`src/rtl/uart_pkg.sv`:
```
// Shared types for the UART receive path: the buffered byte entry and the
// handshake controller state encoding.
package uart_pkg;

  typedef struct packed {
    logic       perr;
    logic [7:0] data;
  } rx_entry_t;

  typedef enum logic {
    IDLE,
    ACK
  } rx_ctrl_state_t;

  localparam int RX_ENTRY_W = $bits(rx_entry_t);

endpackage

```
`src/rtl/sync_fifo.sv`:
```
// Show-ahead synchronous FIFO: dout is always the head entry; pointers wrap at
// DEPTH (power of two) and occupancy is tracked explicitly in level.
module sync_fifo #(
  parameter int WIDTH = 9,
  parameter int DEPTH = 8
) (
  input  logic                     clk,
  input  logic                     rst,
  input  logic                     push,
  input  logic                     pop,
  input  logic [WIDTH-1:0]         din,
  output logic [WIDTH-1:0]         dout,
  output logic                     full,
  output logic                     empty,
  output logic [$clog2(DEPTH):0]   level
);

  localparam int AW = $clog2(DEPTH);
  localparam int LW = AW + 1;

  logic [WIDTH-1:0] mem [DEPTH];
  logic [AW-1:0]    wptr;
  logic [AW-1:0]    rptr;
  logic             do_push;
  logic             do_pop;

  assign empty   = (level == '0);
  assign full    = (level == LW'(DEPTH));
  assign do_pop  = pop && !empty;
  // A full FIFO still accepts a push when the head leaves in the same cycle.
  assign do_push = push && (!full || do_pop);
  assign dout    = mem[rptr];

  always_ff @(posedge clk or posedge rst) begin
    if (rst) begin
      wptr  <= '0;
      rptr  <= '0;
      level <= '0;
    end else begin
      if (do_push) wptr <= wptr + AW'(1);
      if (do_pop)  rptr <= rptr + AW'(1);
      case ({do_push, do_pop})
        2'b10:   level <= level + LW'(1);
        2'b01:   level <= level - LW'(1);
        default: level <= level;
      endcase
    end
  end

  always_ff @(posedge clk) begin
    if (do_push) mem[wptr] <= din;
  end

endmodule

```
`src/rtl/rx_ctrl.sv`:
```
// Receive/ReceiveAck 4-phase handshake with the UART receiver, byte buffering
// into a show-ahead FIFO, and character / parity-error / overflow status.
module rx_ctrl
  import uart_pkg::*;
#(
  parameter int DEPTH     = 8,
  parameter int CNT_WIDTH = 8
) (
  input  logic                     clk,
  input  logic                     rst,
  input  logic                     rx_receive,
  input  logic [7:0]               rx_dout,
  input  logic                     rx_parity_err,
  output logic                     rx_ack,
  output logic [7:0]               dout,
  output logic                     dout_perr,
  output logic                     dout_valid,
  input  logic                     dout_ready,
  output logic [CNT_WIDTH-1:0]     char_count,
  output logic [CNT_WIDTH-1:0]     perr_count,
  output logic [$clog2(DEPTH):0]   fifo_level,
  output logic                     overflow,
  input  logic                     clr_status
);

  rx_ctrl_state_t state, state_nxt;
  rx_entry_t      wr_entry, head;
  logic           capture;
  logic           pop;
  logic           drop;
  logic           full;
  logic           empty;

  assign rx_ack     = (state == ACK);
  assign dout_valid = !empty;
  assign dout       = head.data;
  assign dout_perr  = head.perr;
  assign pop        = dout_valid && dout_ready;
  assign drop       = capture && full && !pop;

  always_comb begin
    wr_entry.perr = rx_parity_err;
    wr_entry.data = rx_dout;
  end

  always_ff @(posedge clk or posedge rst) begin
    if (rst) state <= IDLE;
    else     state <= state_nxt;
  end

  // Capture only on the IDLE->ACK transition so a held rx_receive is taken once.
  always_comb begin
    state_nxt = state;
    capture   = 1'b0;
    case (state)
      IDLE: begin
        if (rx_receive) begin
          capture   = 1'b1;
          state_nxt = ACK;
        end
      end
      ACK: begin
        if (!rx_receive) state_nxt = IDLE;
      end
      default: state_nxt = IDLE;
    endcase
  end

  // A capture coinciding with clr_status restarts the counters from this byte.
  always_ff @(posedge clk or posedge rst) begin
    if (rst) begin
      char_count <= '0;
      perr_count <= '0;
      overflow   <= 1'b0;
    end else begin
      if (capture) begin
        if (clr_status) begin
          char_count <= CNT_WIDTH'(1);
          perr_count <= CNT_WIDTH'(rx_parity_err);
        end else begin
          char_count <= char_count + CNT_WIDTH'(1);
          perr_count <= perr_count + CNT_WIDTH'(rx_parity_err);
        end
      end else if (clr_status) begin
        char_count <= '0;
        perr_count <= '0;
      end
      if (drop)            overflow <= 1'b1;
      else if (clr_status) overflow <= 1'b0;
    end
  end

  sync_fifo #(
    .WIDTH (RX_ENTRY_W),
    .DEPTH (DEPTH)
  ) u_fifo (
    .clk   (clk),
    .rst   (rst),
    .push  (capture),
    .pop   (pop),
    .din   (wr_entry),
    .dout  (head),
    .full  (full),
    .empty (empty),
    .level (fifo_level)
  );

endmodule

```
`config.mk`:
```
export PLATFORM = sky130hd
export DESIGN_NAME = rx_ctrl
export DESIGN_NICKNAME = d
export VERILOG_FILES = /design/src/rtl/uart_pkg.sv /design/src/rtl/sync_fifo.sv /design/src/rtl/rx_ctrl.sv
export SDC_FILE = /design/constraint.sdc
export NUM_CORES = 1
export LEC_CHECK = 0
export CORE_MARGIN = 3
export CORE_UTILIZATION = 35
export DETAILED_ROUTE_END_ITERATION = 8
export GPL_TIMING_DRIVEN = 0
export SLEW_MARGIN = 20
export SYNTH_ARGS = -nofsm -noshare
export SYNTH_HDL_FRONTEND = slang
export SYNTH_SLANG_ARGS = --single-unit
```
`constraint.sdc`:
```
create_clock -name clk -period 3.29 [get_ports clk]
set_clock_uncertainty 0.15 [all_clocks]
set_input_delay 0.4935 -clock clk [delete_from_list [all_inputs] [get_ports clk]]
set_output_delay 0.4935 -clock clk [all_outputs]
set_load 0.02 [all_outputs]
```
* Word-level counts from Yosys, hierarchy flattened
Memories as Yosys holds them, arrays and structs flattened.
Index checks and enable logic that the tools add are counted.
** Word-level totals
- Memories kept :: 1
- Input bits :: 14
- RAM bits :: 72
- Logic and storage cells :: 42
- Output and inout port bits :: 32
- Register bits :: 28
** Cells by class
- $add $sub $neg :: 6
- Reductions and logical operators :: 13
- Equal/unequal tests :: 3
- Mux-type cells :: 12
** Memory list
- u_fifo.mem :: depth 8, width 9, read ports 1, clocked after Yosys merged registers in 0, wr ports 1, RTL line sync_fifo.sv:21 : logic [WIDTH-1:0] mem [DEPTH];
** Operators with widths (count)
- $mux W8 :: 5
- $add A8 B1 Y8 :: 1
- $add A8 B1 Y8 const B :: 1
- $pmux W4 S2 :: 1
- $add A3 B1 Y3 const B :: 2
- $mux W1 :: 6
- $reduce_bool A2 Y1 :: 3
- $logic_and A1 B1 Y1 :: 5
- $add A4 B1 Y4 const B :: 1
- $eq A4 B4 Y1 const B :: 1
- $logic_not A4 Y1 :: 1
- $sub A4 B1 Y4 const B :: 1
- $logic_not A1 Y1 :: 3
- $eq A2 B1 Y1 const B :: 1
- $eq A2 B2 Y1 const B :: 1
- $logic_or A1 B1 Y1 :: 1

* Depth between registers and ports, before layout
- Depth after elaboration :: 8
- Mapped depth :: 10
- Gate-level depth less buffers :: 9

* Modules after synthesis
A second synthesis with hierarchy kept.
** Unflattened totals
- Cells, all modules :: 268
- Area total of the unflattened synthesis :: 4384.2 um^2
** By module, submodules not included
- sync_fifo :: times used 1, sequential area each 2412.3 um^2, cells each 176, area each 3484.6 um^2
- rx_ctrl :: times used 1, sequential area each 450.4 um^2, cells each 92, area each 899.6 um^2

* Least setup slack after synthesis
No wires, ideal clock.
- Path kind :: register to register
- From :: register u_fifo.level[1]
- To :: register u_fifo.level[3]
- Path buffers :: 2
- Arrival :: 2.524 ns
- Setup time :: 0.090 ns
- Setup slack :: 0.526 ns
- Cell stages (with the launch flop) :: 10
- Clock period less this slack :: 2.764 ns
- Required time :: 3.050 ns
- Cell sequence :: dfrtp_1 buf_6 or4_4 nand2_2 inv_1 ha_1 clkbuf_1 or4b_1 a21o_1 o221ai_1
** On the way
- Word-level cells in the longest chain between the ends :: 8
- Elaborated cells between the ends (all ways) :: 14
- Those cells by class :: add/sub (2); eq/ne (3); mux (1); reduce/logical (8)
** RTL lines
- from (decl) :: RTL line sync_fifo.sv:15 : output logic [$clog2(DEPTH):0] level
- from (signal assigned) :: RTL line sync_fifo.sv:43 : 2'b10: level <= level + LW'(1);
- from (signal assigned) :: RTL line sync_fifo.sv:44 : 2'b01: level <= level - LW'(1);
- from (signal assigned) :: RTL line sync_fifo.sv:45 : default: level <= level;
- $logic_not A4 Y1 (*) :: RTL line sync_fifo.sv:27 : assign empty = (level == '0);
- $logic_not A1 Y1 (*) :: RTL line rx_ctrl.sv:35 : assign dout_valid = !empty;
- named net dout_valid :: RTL line rx_ctrl.sv:17 : output logic dout_valid,
- $logic_and A1 B1 Y1 :: RTL line rx_ctrl.sv:38 : assign pop = dout_valid && dout_ready;
- $logic_and A1 B1 Y1 (*) :: RTL line sync_fifo.sv:29 : assign do_pop = pop && !empty;
- named net u_fifo.do_pop :: RTL line sync_fifo.sv:25 : logic do_pop;
- $logic_or A1 B1 Y1 :: RTL line sync_fifo.sv:31 : assign do_push = push && (!full || do_pop);
- $logic_and A1 B1 Y1 :: RTL line sync_fifo.sv:31
- $eq A2 B1 Y1 / $eq A2 B2 Y1 (equally long branches) :: RTL line sync_fifo.sv:42 : case ({do_push, do_pop})
- $pmux W4 S2 / $reduce_bool A2 Y1 (equally long branches)
Mark *: on every way through the listed nets, which the timed path passes. The rest lies on a longest branch.
A chain may end at the register's enable or synchronous reset.

* Worst setup path after layout
- From :: register u_fifo.rptr[1]
- To :: output port dout_perr
** On the way
- Word-level cells in the longest chain between the ends :: 1
** RTL lines
- from (decl) :: RTL line sync_fifo.sv:23 : logic [AW-1:0] rptr;
- from (signal assigned) :: RTL line sync_fifo.sv:41 : if (do_pop) rptr <= rptr + AW'(1);
- $mem_v2 Z8 W9
- to (decl) :: RTL line rx_ctrl.sv:16 : output logic dout_perr,
No other way between the ends.

==> impl_metrics.json <==
{
  "status": "finished clean",
  "io_buffers": 45,
  "hold_path_class": "in2async",
  "first_pass_iters": 4,
  "crit_path_end_kind": "primary output",
  "drive_gt1_share_pct": 19.20,
  "timing.rr.start": "u_fifo.level[0]$_DFFE_PP0P_",
  "crit_required_ns": 2.65,
  "synth.area.top_cells": "edfxtp_1, dfrtp_1, mux4_1, mux4_2, mux2_4",
  "worst_path_most_repeated_cell": "buf_2",
  "cts_tree": "done",
  "synthCells": 257,
  "synthesis.nets": 279,
  "relSlewSlack_pct": 30.50,
  "cts_resized": 0,
  "syn_area_per_cell_um2": 16.96,
  "setup_violations": 0,
  "n_antenna_cell": 0,
  "maxCapViolations": 0,
  "arrival_ns": 2.50,
  "grt_start_max_net_pins": 29,
  "clockRootBuffer": "clkbuf_16",
  "yosysWarnings": 0,
  "num_rows": 40,
  "routed_wl_mm": 8.541,
  "synth_edf_count": 72,
  "core_region_area_um2": 12110,
  "grt_usage_pct": 13.36,
  "ys_async_sr_fraction_pct": 28.00,
  "p_total_mw": 4.185,
  "synth_most_common_cell": "edfxtp_1",
  "slowest_stage": "clkdlybuf4s50_1",
  "max_freq_ghz": 0.3178,
  "yosys.area.top_type": "edfxtp_1",
  "post_drt_wl_per_cell_um": 17.40,
  "period_minus_slack_ns": 3.146,
  "clk_latency_ns": 0.34,
  "path_max_fanout": 10,
  "crit_path_start": "u_fifo.rptr[1]$_DFFE_PP0P_",
  "crit_chain": "buf_2 -> buf_2 -> mux4_2 -> mux2_4 -> clkdlybuf4s50_1",
  "power.density_nw_per_um2": 773.3,
  "ys_seq_area_share_pct": 65.67,
  "tightest_slew_ns": 1.039,
  "ys_seq_elements": 100,
  "clockBufferDepth": 2,
  "synth.distinct_cells": 46,
  "post-cts-setup-buffers": 0,
  "vias": 2406,
  "drc": 0,
  "viasPerCell": 4.900,
  "io_pins": 46,
  "start_util_pct": 35.99,
  "hold_viol": 0,
  "power.leakage_nw": 1.893,
  "worstSetupStartpointType": "flip-flop",
  "antenna_found_initial": 0,
  "hold_ws_ns": 0.3884,
  "dieHeight_um": 117.6,
  "syn_area_um2": 4359,
  "die_x_um": 117.6,
  "ctsHoldBuffers": 0,
  "final_nets": 340,
  "htree_levels": 3,
  "ir_worst_vdd_v": 0.0002629,
  "grt_pass1_wl_mm": 14.30,
  "overflow": 0,
  "areaGrowthSynthToFinish_pct": 24.14,
  "period_share_pct": 95.63,
  "ys_top_cells_by_count": "edfxtp_1, dfrtp_1, a21oi_1",
  "critPathKind": "reg2out",
  "synth_flop_cell": "edfxtp_1",
  "die_area_um2": 13830,
  "drv_slew": 0,
  "slowest_delay_ns": 0.54,
  "cts.sink_count": 100,
  "rsz0062_at_grt": "no",
  "clkSlewWorstSetupHoldPaths_ns": 0.07,
  "grt_pass1_vias": 2611,
  "dp_hpwl_mm": 5.623,
  "numCtsBuffers": 9,
  "ant_nets": 0,
  "drtIter0Drc": 216,
  "gp_congestion": 0.7721,
  "synthDominantCellAreaShare_pct": 49.60
}
[registers in the layout, summed over array words and instances (netlist names)]
| name | cells |
|---|---|
| char_count | 8 |
| u_fifo.level | 4 |
| perr_count | 8 |
| u_fifo.rptr | 3 |
| rx_ack | 1 |
| u_fifo.wptr | 3 |
| overflow | 1 |
| u_fifo.mem | 72 |
[logic make-up after synthesis]
| logic type | Yosys count | synth area share, % |
|---|---|---|
| xor gates and xnor gates | 10 | 2.009 |
| adders and majority gates | 8 | 2.296 |
| and+or+nand+nor | 58 | 7.922 |
| buffers and inverters | 18 | 2.497 |
| DFF | 100 | 65.67 |
| AOI/OAI and AO/OA | 29 | 4.593 |
| muxes | 34 | 15.01 |
[worst paths after layout]
kind	endpoint	slack, ns	cells past startpoint
max in group asynchronous	char_count[7]$_DFFE_PP0P_	2.20	2
min reg2reg	overflow$_DFFE_PP0P_	0.41	2
max	dout_perr	0.14	5
max reg2reg	u_fifo.level[3]$_DFFE_PP0P_	0.51	6
min in group clk	overflow$_DFFE_PP0P_	0.41	2
min	u_fifo.rptr[2]$_DFFE_PP0P_	0.39	2
[critical path: cells and delay by family (launching register included)]
family / cells / cell delay (ns)
buffers and inverters: 3 / 1.17
muxes: 2 / 0.64
DFF: 1 / 0.34
[stage by stage]
| step | utilization, % | std cells | cell area, um^2 | TNS [ns] | worst slack, ns |
|---|---|---|---|---|---|
| floorplan | - | 257 | 4359 | 0 | 0.5261 |
| global placement | 41.45 | 470 | 5020 | -8.763 | -0.5461 |
| detailed placement | 41.95 | 475 | 5081 | 0 | 0.1591 |
| CTS | 44.68 | 491 | 5411 | 0 | 0.07538 |
| global route | 44.68 | 491 | 5411 | 0 | 0.03107 |
| finish | 44.68 | 491 | 5411 | 0 | 0.1437 |
[final cells by class]
class | instances | area (um^2)
Inverter | 7 | 26.28
Timing Repair Buffer | 50 | 485.5
Buffer | 11 | 82.58
Clock inverter | 7 | 105.1
Tap cell | 168 | 210.2
Fill cell | 1114 | 6700
Multi-Input combinational cell | 139 | 1414
Sequential cell | 100 | 2863
Clock buffer | 9 | 225.2
[metal layers]
layer / GRT usage, % / vias up / wire, um
met5: 0 / - / 0
met4: 4.396 / 0 / 70
met3: 3.748 / 6 / 398
met2: 21.78 / 60 / 4270
met1: 17.29 / 1206 / 3801
li1: - / 1134 / -
[power by group]
group | internal, mW | total, mW | leakage (nW) | switching (mW)
logic | 0.768 | 1.43 | 0.720 | 0.660
clock network | 0.678 | 1.15 | 0.159 | 0.473
registers | 1.50 | 1.61 | 1.01 | 0.110
total | 2.94 | 4.18 | 1.89 | 1.24
[cells in the final DEF, fill, tap and decap left out, types with 7 or more instances in the layout]
cell / netlist / routed
xnor2_1: 9 / 9
nand2_1: 8 / 8
edfxtp_1: 72 / 72
mux4_1: 9 / 9
nor2_1: 7 / 7
mux4_2: 9 / 9
dfrtp_1: 28 / 28
clkbuf_16: 0 / 9
mux2_4: 10 / 10
ha_1: 8 / 8
clkdlybuf4s50_1: 0 / 45
a21oi_1: 11 / 11
Note: power is estimated with default switching activity, not from simulation.
